===== src/rtl/bf16_pkg.sv =====
// bf16_pkg: shared bf16 format constants, the stage-1 class enum and payload
// struct, and the stage-1 normalize/classify helper used by the product
// normalizer (and later by the accumulator).
package bf16_pkg;

    localparam int unsigned BF16_BIAS    = 127;
    localparam logic [7:0]  BF16_EXP_MAX = 8'hFF;
    localparam int unsigned BF16_FRAC_W  = 7;

    typedef enum logic [1:0] {
        ZERO,
        INF,
        UNF,
        NORM
    } bf16_class_e;

    // Stage-1 payload: normalized fraction plus round bits, pre-round exponent.
    typedef struct packed {
        logic                   sign;
        logic [9:0]             e;
        logic [BF16_FRAC_W-1:0] frac;
        logic                   guard;
        logic                   sticky;
        bf16_class_e            cls;
    } bf16_s1_t;

    // Normalize the exact 8x8 mantissa product and classify the result.
    // exp_in is a 9-bit window where 384..511 encode -128..-1.
    function automatic bf16_s1_t bf16_normalize(
        input logic        sign,
        input logic [8:0]  exp_in,
        input logic [15:0] mant,
        input logic        is_zero,
        input logic        is_inf
    );
        bf16_s1_t p;
        p      = '0;
        p.sign = sign;
        if (mant[15]) begin
            p.frac   = mant[14:8];
            p.guard  = mant[7];
            p.sticky = |mant[6:0];
            p.e      = {1'b0, exp_in} + 10'd1;
        end else begin
            p.frac   = mant[13:7];
            p.guard  = mant[6];
            p.sticky = |mant[5:0];
            p.e      = {1'b0, exp_in};
        end
        // Flush is decided on the pre-round exponent; no subnormals.
        if (is_zero) begin
            p.cls = ZERO;
        end else if (is_inf) begin
            p.cls = INF;
        end else if ((exp_in[8:7] == 2'b11) || (p.e == 10'd0)) begin
            p.cls = UNF;
        end else begin
            p.cls = NORM;
        end
        return p;
    endfunction

endpackage


===== src/rtl/bf16_round_pack.sv =====
// bf16_round_pack: combinational round-to-nearest-even, pack and flag
// generation for a normalized bf16 stage-1 payload.
// Ports:
//   p_i    : stage-1 payload (sign, pre-round exponent, frac, guard, sticky, class)
//   data_o : packed bf16 {sign, exp[7:0], frac[6:0]}
//   ovf_o  : NORM result saturated to infinity
//   unf_o  : nonzero result flushed to zero
module bf16_round_pack
    import bf16_pkg::*;
(
    input  bf16_s1_t    p_i,
    output logic [15:0] data_o,
    output logic        ovf_o,
    output logic        unf_o
);

    logic                 round_up;
    logic [BF16_FRAC_W:0] sum;
    logic [9:0]           e_rnd;

    always_comb begin
        round_up = p_i.guard & (p_i.sticky | p_i.frac[0]);
        sum      = {1'b0, p_i.frac} + {{BF16_FRAC_W{1'b0}}, round_up};
        // A carry out of the fraction leaves sum[6:0] all-zero, which is the
        // required fraction after bumping the exponent.
        e_rnd    = p_i.e + {9'b0, sum[BF16_FRAC_W]};

        data_o = '0;
        ovf_o  = 1'b0;
        unf_o  = 1'b0;
        unique case (p_i.cls)
            NORM: begin
                if (e_rnd >= {2'b00, BF16_EXP_MAX}) begin
                    data_o = {p_i.sign, BF16_EXP_MAX, {BF16_FRAC_W{1'b0}}};
                    ovf_o  = 1'b1;
                end else begin
                    data_o = {p_i.sign, e_rnd[7:0], sum[BF16_FRAC_W-1:0]};
                end
            end
            INF: begin
                data_o = {p_i.sign, BF16_EXP_MAX, {BF16_FRAC_W{1'b0}}};
            end
            UNF: begin
                data_o = {p_i.sign, 15'h0};
                unf_o  = 1'b1;
            end
            ZERO: begin
                data_o = {p_i.sign, 15'h0};
            end
            default: begin
                data_o = '0;
            end
        endcase
    end

endmodule


===== src/rtl/bf16_product_normalizer.sv =====
// bf16_product_normalizer: two-stage normalize / round / pack pipeline behind
// the bf16 multiplier, valid/ready handshake with full backpressure.
// Ports:
//   clk, rst          : clock, asynchronous active-high reset
//   in_valid/in_ready : input handshake (in_ready depends only on pipe state
//                       and out_ready)
//   in_sign, in_exp   : product sign, 9-bit biased exponent window
//   in_mant           : exact 16-bit mantissa product, hidden bits included
//   in_zero, in_inf   : product class flags (zero wins when both set)
//   out_valid/out_ready : output handshake
//   out_data          : packed bf16 result
//   out_ovf, out_unf  : overflow saturation / underflow flush flags
module bf16_product_normalizer
    import bf16_pkg::*;
(
    input  logic        clk,
    input  logic        rst,
    input  logic        in_valid,
    output logic        in_ready,
    input  logic        in_sign,
    input  logic [8:0]  in_exp,
    input  logic [15:0] in_mant,
    input  logic        in_zero,
    input  logic        in_inf,
    output logic        out_valid,
    input  logic        out_ready,
    output logic [15:0] out_data,
    output logic        out_ovf,
    output logic        out_unf
);

    logic        s1_valid_q, s1_valid_d;
    bf16_s1_t    s1_q, s1_d;
    logic        s2_valid_q, s2_valid_d;
    logic [15:0] data_q, data_d;
    logic        ovf_q, ovf_d;
    logic        unf_q, unf_d;

    logic        adv1, adv2;
    logic [15:0] rp_data;
    logic        rp_ovf, rp_unf;

    assign adv2     = !s2_valid_q || out_ready;
    assign adv1     = !s1_valid_q || adv2;
    assign in_ready = adv1;

    bf16_round_pack u_round_pack (
        .p_i    (s1_q),
        .data_o (rp_data),
        .ovf_o  (rp_ovf),
        .unf_o  (rp_unf)
    );

    always_comb begin
        s1_valid_d = s1_valid_q;
        s1_d       = s1_q;
        s2_valid_d = s2_valid_q;
        data_d     = data_q;
        ovf_d      = ovf_q;
        unf_d      = unf_q;

        if (adv1) begin
            s1_valid_d = in_valid;
            if (in_valid) begin
                s1_d = bf16_normalize(in_sign, in_exp, in_mant, in_zero, in_inf);
            end
        end

        if (adv2) begin
            s2_valid_d = s1_valid_q;
            // Bubbles leave the output payload untouched.
            if (s1_valid_q) begin
                data_d = rp_data;
                ovf_d  = rp_ovf;
                unf_d  = rp_unf;
            end
        end
    end

    always_ff @(posedge clk or posedge rst) begin
        if (rst) begin
            s1_valid_q <= 1'b0;
            s1_q       <= '0;
            s2_valid_q <= 1'b0;
            data_q     <= '0;
            ovf_q      <= 1'b0;
            unf_q      <= 1'b0;
        end else begin
            s1_valid_q <= s1_valid_d;
            s1_q       <= s1_d;
            s2_valid_q <= s2_valid_d;
            data_q     <= data_d;
            ovf_q      <= ovf_d;
            unf_q      <= unf_d;
        end
    end

    assign out_valid = s2_valid_q;
    assign out_data  = data_q;
    assign out_ovf   = ovf_q;
    assign out_unf   = unf_q;

endmodule


===== config.mk =====
export PLATFORM = sky130hd
export DESIGN_NAME = bf16_product_normalizer
export DESIGN_NICKNAME = d
export VERILOG_FILES = /design/src/rtl/bf16_pkg.sv /design/src/rtl/bf16_round_pack.sv /design/src/rtl/bf16_product_normalizer.sv
export SDC_FILE = /design/constraint.sdc
export NUM_CORES = 1
export LEC_CHECK = 0
export BUFFER_PORTS_ARGS = -buffer_cell sky130_fd_sc_hd__buf_2
export CAP_MARGIN = 20
export CORE_MARGIN = 2
export CORE_UTILIZATION = 45
export CTS_BUF_LIST = sky130_fd_sc_hd__clkbuf_16
export DETAILED_ROUTE_END_ITERATION = 10
export GPL_TIMING_DRIVEN = 0
export PLACE_DENSITY = 0.69
export SLEW_MARGIN = 40
export SYNTH_ARGS = -nofsm -noshare
export SYNTH_HDL_FRONTEND = slang
export SYNTH_SLANG_ARGS = --single-unit

===== constraint.sdc =====
create_clock -name clk -period 2.55 [get_ports clk]
set_clock_uncertainty 0.1 [all_clocks]
set_input_delay 0.255 -clock clk [delete_from_list [all_inputs] [get_ports clk]]
set_output_delay 0.255 -clock clk [all_outputs]
set_load 0.01 [all_outputs]

=== After elaboration in Yosys (flattened, before gate mapping) ===
Cells that the tools add are included.

* Output and inout port bits: 20
* Register bits: 42
* Input port bits: 32

* Multiplexer cells: 11
* Bitwise gates (word level): 2
* Order comparisons: 1
* Eq/ne operators: 4
* Add/subtract/negate cells: 3
* Reduce and logical (&&, ||, !) cells: 12

{| class="wikitable"
|+ Operators by type and width
! kind !! number
|-
| two-way mux 19 bit || 3
|-
| case mux 16 bit (3 select lines) || 1
|-
| two-way mux 15 bit || 1
|-
| adder 10 x 1 -> 10 bit || 1
|-
| adder 9 x 1 -> 10 bit (second input constant) || 1
|-
| >= comparator 10 x 8 -> 1 bit (second input constant) || 1
|-
| logical NOT 10 bit || 1
|-
| adder 7 x 1 -> 8 bit || 1
|-
| OR reduction 7 bit || 1
|-
| == test 2 bit (second input constant) || 3
|-
| OR reduction 6 bit || 1
|-
| two-way mux 1 bit || 4
|-
| two-way mux 2 bit || 2
|-
| AND reduction 2 bit || 2
|-
| logical OR 1 bit || 3
|-
| == test 2 x 1 -> 1 bit (second input constant) || 1
|-
| logical NOT 1 bit || 2
|-
| logical NOT 2 bit || 1
|-
| OR reduction 2 bit || 1
|-
| AND 1 bit || 1
|-
| OR 1 bit || 1
|}

=== Longest topological paths before layout ===
* Depth in word-level cells: 9
* Depth in mapped cells: 11
* Depth with buffers taken out: 11

=== Modules after synthesis ===
A second synthesis with hierarchy kept.

* Cell total of the unflattened synthesis: 239
* Area, all modules: 2437.3 µm²

{| class="wikitable"
|+ By module, submodules not included
! module !! times used !! area an instance (µm²) !! sequential area each (µm²) !! cells an instance
|-
| bf16_product_normalizer || 1 || 1949.4 || 1051.0 || 172
|-
| bf16_round_pack || 1 || 488.0 || 0.0 || 67
|}

=== Worst setup path after synthesis ===
OpenSTA, ideal clock, no wires.

* Path type: flip-flop to flip-flop
* Start point: register s1_q[4] (netlist bit)
* End point: register data_q[0], in the netlist out_data[0]
* Clock period less this slack: 2466 ps
* Data required time: 2329 ps
* Setup time: 121 ps
* Cell stages (with the launch flop): 12
* Path slack: 84 ps
* Arrival time: 2244 ps
* Cell sequence: dfrtp_1 -> o21a_1 -> ha_1 -> nand2_1 -> nor2_1 -> and3_1 -> ha_1 -> nand4_1 -> nor3_2 -> mux2i_1 -> a22oi_4 -> a32o_2

* Longest elaborated chain between the ends: 7

{| class="wikitable"
|+ Ends and longest elaborated chain
! item !! RTL line !! RTL
|-
| start, declared || bf16_product_normalizer.sv:33 || <nowiki>bf16_s1_t s1_q, s1_d;</nowiki>
|-
| start signal, assigned || bf16_product_normalizer.sv:83 || <nowiki>s1_q <= '0;</nowiki>
|-
| start signal, assigned || bf16_product_normalizer.sv:90 || <nowiki>s1_q <= s1_d;</nowiki>
|-
| OR 1 bit || bf16_round_pack.sv:22 || <nowiki>round_up = p_i.guard & (p_i.sticky | p_i.frac[0]);</nowiki>
|-
| AND 1 bit || bf16_round_pack.sv:22 ||
|-
| adder 7 x 1 -> 8 bit * || bf16_round_pack.sv:23 || <nowiki>sum = {1'b0, p_i.frac} + {{BF16_FRAC_W{1'b0}}, round_up};</nowiki>
|-
| adder 10 x 1 -> 10 bit || bf16_round_pack.sv:26 || <nowiki>e_rnd = p_i.e + {9'b0, sum[BF16_FRAC_W]};</nowiki>
|-
| >= comparator 10 x 8 -> 1 bit || bf16_round_pack.sv:33 || <nowiki>if (e_rnd >= {2'b00, BF16_EXP_MAX}) begin</nowiki>
|-
| two-way mux 15 bit * || bf16_round_pack.sv:33 ||
|-
| case mux 16 bit (3 select lines) * || bf16_round_pack.sv:31 || <nowiki>unique case (p_i.cls)</nowiki>
|-
| end signal, assigned || bf16_product_normalizer.sv:92 || <nowiki>data_q <= data_d;</nowiki>
|-
| end, declared || bf16_product_normalizer.sv:35 || <nowiki>logic [15:0] data_q, data_d;</nowiki>
|}

Every way passes the cells marked *; elsewhere a longest branch is shown, timed or not. The select of a mux whose other input is x is not followed.
A chain may end at the register's enable or synchronous reset.

=== Worst setup path in the final report ===
* Start point: register s1_q[4] (netlist bit)
* End point: register data_q[6], in the netlist out_data[6]

Same word-level chain as after synthesis.

==> metrics.yaml <==
cp_max_fo: 5
yosysWarnings: 0
hold_violations: 0
cts.sinks: 42
yosys-top-cells-area: "dfrtp_1 (45%), nand2_1 (6.1%), o21ai_0 (6.0%), xor2_1 (4.5%), mux2i_1 (4.3%)"
multi_input_area_sq_um: 1330
grt_overflow_total: 0
dp.cells: 361
fillers: 435
place_hpwl_mm: 3.59
netlist_area_sq_um: 2330
worstPathArrival_ns: 2.60
ys_ff_latch: 42
critPathCaptureType: "register"
worstHoldEndpoint: "s1_valid_q"
start_util_pct: 46.3
p_per_area_nw_per_um2: 656
fp.dieH_um: 76.0
root_buffer: "clkbuf_16"
antenna_found_initial: 0
crit_type: "reg2reg"
vias: 1998
core_area_sq_um: 5040
final_common_cell: "buf_2"
min_path_type: "in2reg"
min_from: "in_valid"
path_cells: "o21a_1 > ha_2 > nand2_2 > nor2_4 > and3_4 > ha_4 > nand4_1 > nor3_2 > mux2i_2 > buf_4 > a22oi_2 > a32o_1"
gp_congestion: 0.828
postSynthCellCount: 242
cts_max_path_buffers: 2
ys_async_sr_fraction_pct: 100
netlist.area_leader.share_pct: 45.1
wl_per_cell_um: 13.8
worstReg2RegEnd: "out_data[6]"
status: "finished clean"
pin_count: 52
drt-initial-drc-count: 48
placedInstanceArea_sq_um: 2670
hold_depth: 2
synth_cell_types: 48
setup_viol_count_final: 0
leakage_nw: 1.38
synth_edf_count: 0
numCtsBuffers: 5
clock_latency_ns: 0.28
diodes: 0
drtPass1Iterations: 4
final_antenna_net_count: 0
regArea_sq_um: 1050
layout_common_cells: "buf_2 (52), dfrtp_1 (42), nand2_1 (37)"
grtUsageTotal_pct: 18.5
tns_ns: 0
ff2ff_setup_slack_ns: 0.03
tritoncts: "done"
cp_slowest_cell: "dfrtp_1"
grt_pass1_wl_mm: 8.67
final_cells: 376
fp.dieW_um: 76.0
ir_worst_vdd_mv: 0.278
finalCritPeriodShare_pct: 98.9
cp.required_ns: 2.62
drive_gt1_share_pct: 29.4
first_global_vias: 1947
area_delta_synth_final_pct: 28.5
final_area_sq_um: 3000
syn_avg_cell_area_sq_um: 9.64
hold_slack_ns: 0.0798
r2r_cells: 12
rows: 26
crit_path_start_kind: "register"
synth_seq_area_share_pct: 45.1
fin_crit_ns: 2.52
finalMaxSlewViolations: 0
rsz0062_at_grt: "true"
fmaxAchievable_ghz: 0.397
critPathMaxStageDelay_ns: 0.37
max-cap-violations: 0
maxSlewHeadroom_pct: 66.1
nets: 342
rr_startpoint: "s1_q[4]"
drt_wl_total_mm: 5.20
die-area_sq_um: 5770
yosys.area.top_type: "dfrtp_1"
syn-num-nets: 279
synthFlopType: "dfrtp_1"
grt_max_degree: 43
worst_pin_slew_ns: 0.508
h-tree-depth: 2
final_util_pct: 59.5
drcViolationCount: 0
port_buffers: 49
post_drt_via_cell_ratio: 5.31
cts.clk_slew.worst_paths_ns: 0.06
==> metrics by stage <==
| step | setup slack, ns | total power, mW |
|---|---|---|
| final | 0.0284 | 1.97 |
| after global routing | -0.0874 | 2.06 |
| after CTS | -0.0153 | 1.95 |
| after detailed placement | -0.213 | 1.22 |
| after global placement | -0.185 | 1.21 |
| after floorplan | 0.0843 | 1.08 |
==> cell usage after synthesis, drive strengths merged, types with 2 or more instances <==
library cell	n
nor3	5
dfrtp	42
inv	2
o21ai	28
clkbuf	6
buf	7
nand3b	4
a31oi	5
nor2	9
mux2i	10
a21oi	3
nand4	7
xnor2	10
a22oi	3
nand2b	4
and3	3
a32o	7
xor2	12
nand3	13
nand2	39
o31ai	2
ha	5
==> report_power, final <==
group          switching (mW)  leakage, nW  total (mW)  internal, mW
clock                   0.252       0.0812       0.710         0.458
sequential             0.0810        0.525       0.838         0.757
combinational           0.236        0.773       0.419         0.183
total                   0.569         1.38        1.97          1.40
==> final cells by class <==
class | count | share of cell area (%)
Sequential cell | 42 | 35.1
Clock buffer | 5 | 4.17
Tap cell | 70 | 2.92
Clock inverter | 3 | 1.38
Buffer | 13 | 2.05
Multi-Input combinational cell | 186 | 44.2
Inverter | 2 | 0.334
Timing Repair Buffer | 55 | 9.89
==> registers in the layout, summed over array words and instances, names as in the netlist <==
register / flops
out_unf: 1
out_ovf: 1
s1_q: 22
s1_valid_q: 1
out_valid: 1
out_data: 16
==> cells by family (layout without fill, tap and decap cells) <==
kind of cell / Yosys count / in the layout / synth area share, %
and+or+nand+nor: 90 / 90 / 19.5
adders and majority gates: 5 / 5 / 2.68
buffers and inverters: 15 / 78 / 2.95
xor gates and xnor gates: 22 / 22 / 8.26
AOI/OAI and AO/OA: 57 / 58 / 16.8
muxes: 11 / 11 / 4.77
DFF: 42 / 42 / 45.1
==> how the worst max path moves through the flow <==
stage,from,slack [ns],endpoint
after floorplan,s1_q[4],0.08,out_data[0]
after global placement,s1_q[4],-0.18,out_data[1]
after detailed placement,s1_q[4],-0.21,out_data[1]
after CTS,s1_q[4],-0.02,out_data[13]
after global routing,s1_q[4],-0.09,out_data[6]
final,s1_q[4],0.03,out_data[6]
==> critical path, delay by kind of cell, from the launching register on <==
family	cells	cell delay (ns)
compound gates	3	0.52
simple gates	5	0.65
mux	1	0.22
fa+ha+maj	2	0.37
buf+inv	1	0.17
flops	1	0.37
==> layer usage <==
layer  global-route usage (%)  vias up  routed length [um]
li1                         -      997                   -
met1                     24.0      937                2420
met2                     30.4       55                2470
met3                     3.20        9                 211
met4                     8.36        0                 103
met5                        0        -                   0
==> what timing repair did <==
action                                 4_1_cts  5_1_grt
setup buffers                                3        3
endpoints found under the hold margin       42        0
gates cloned                                 1        0
hold buffers                                 1        0
setup endpoints to repair                   16       16
gates resized for setup                     11       10
pin swaps                                    1       11
Power figures use the tool's default switching activity.
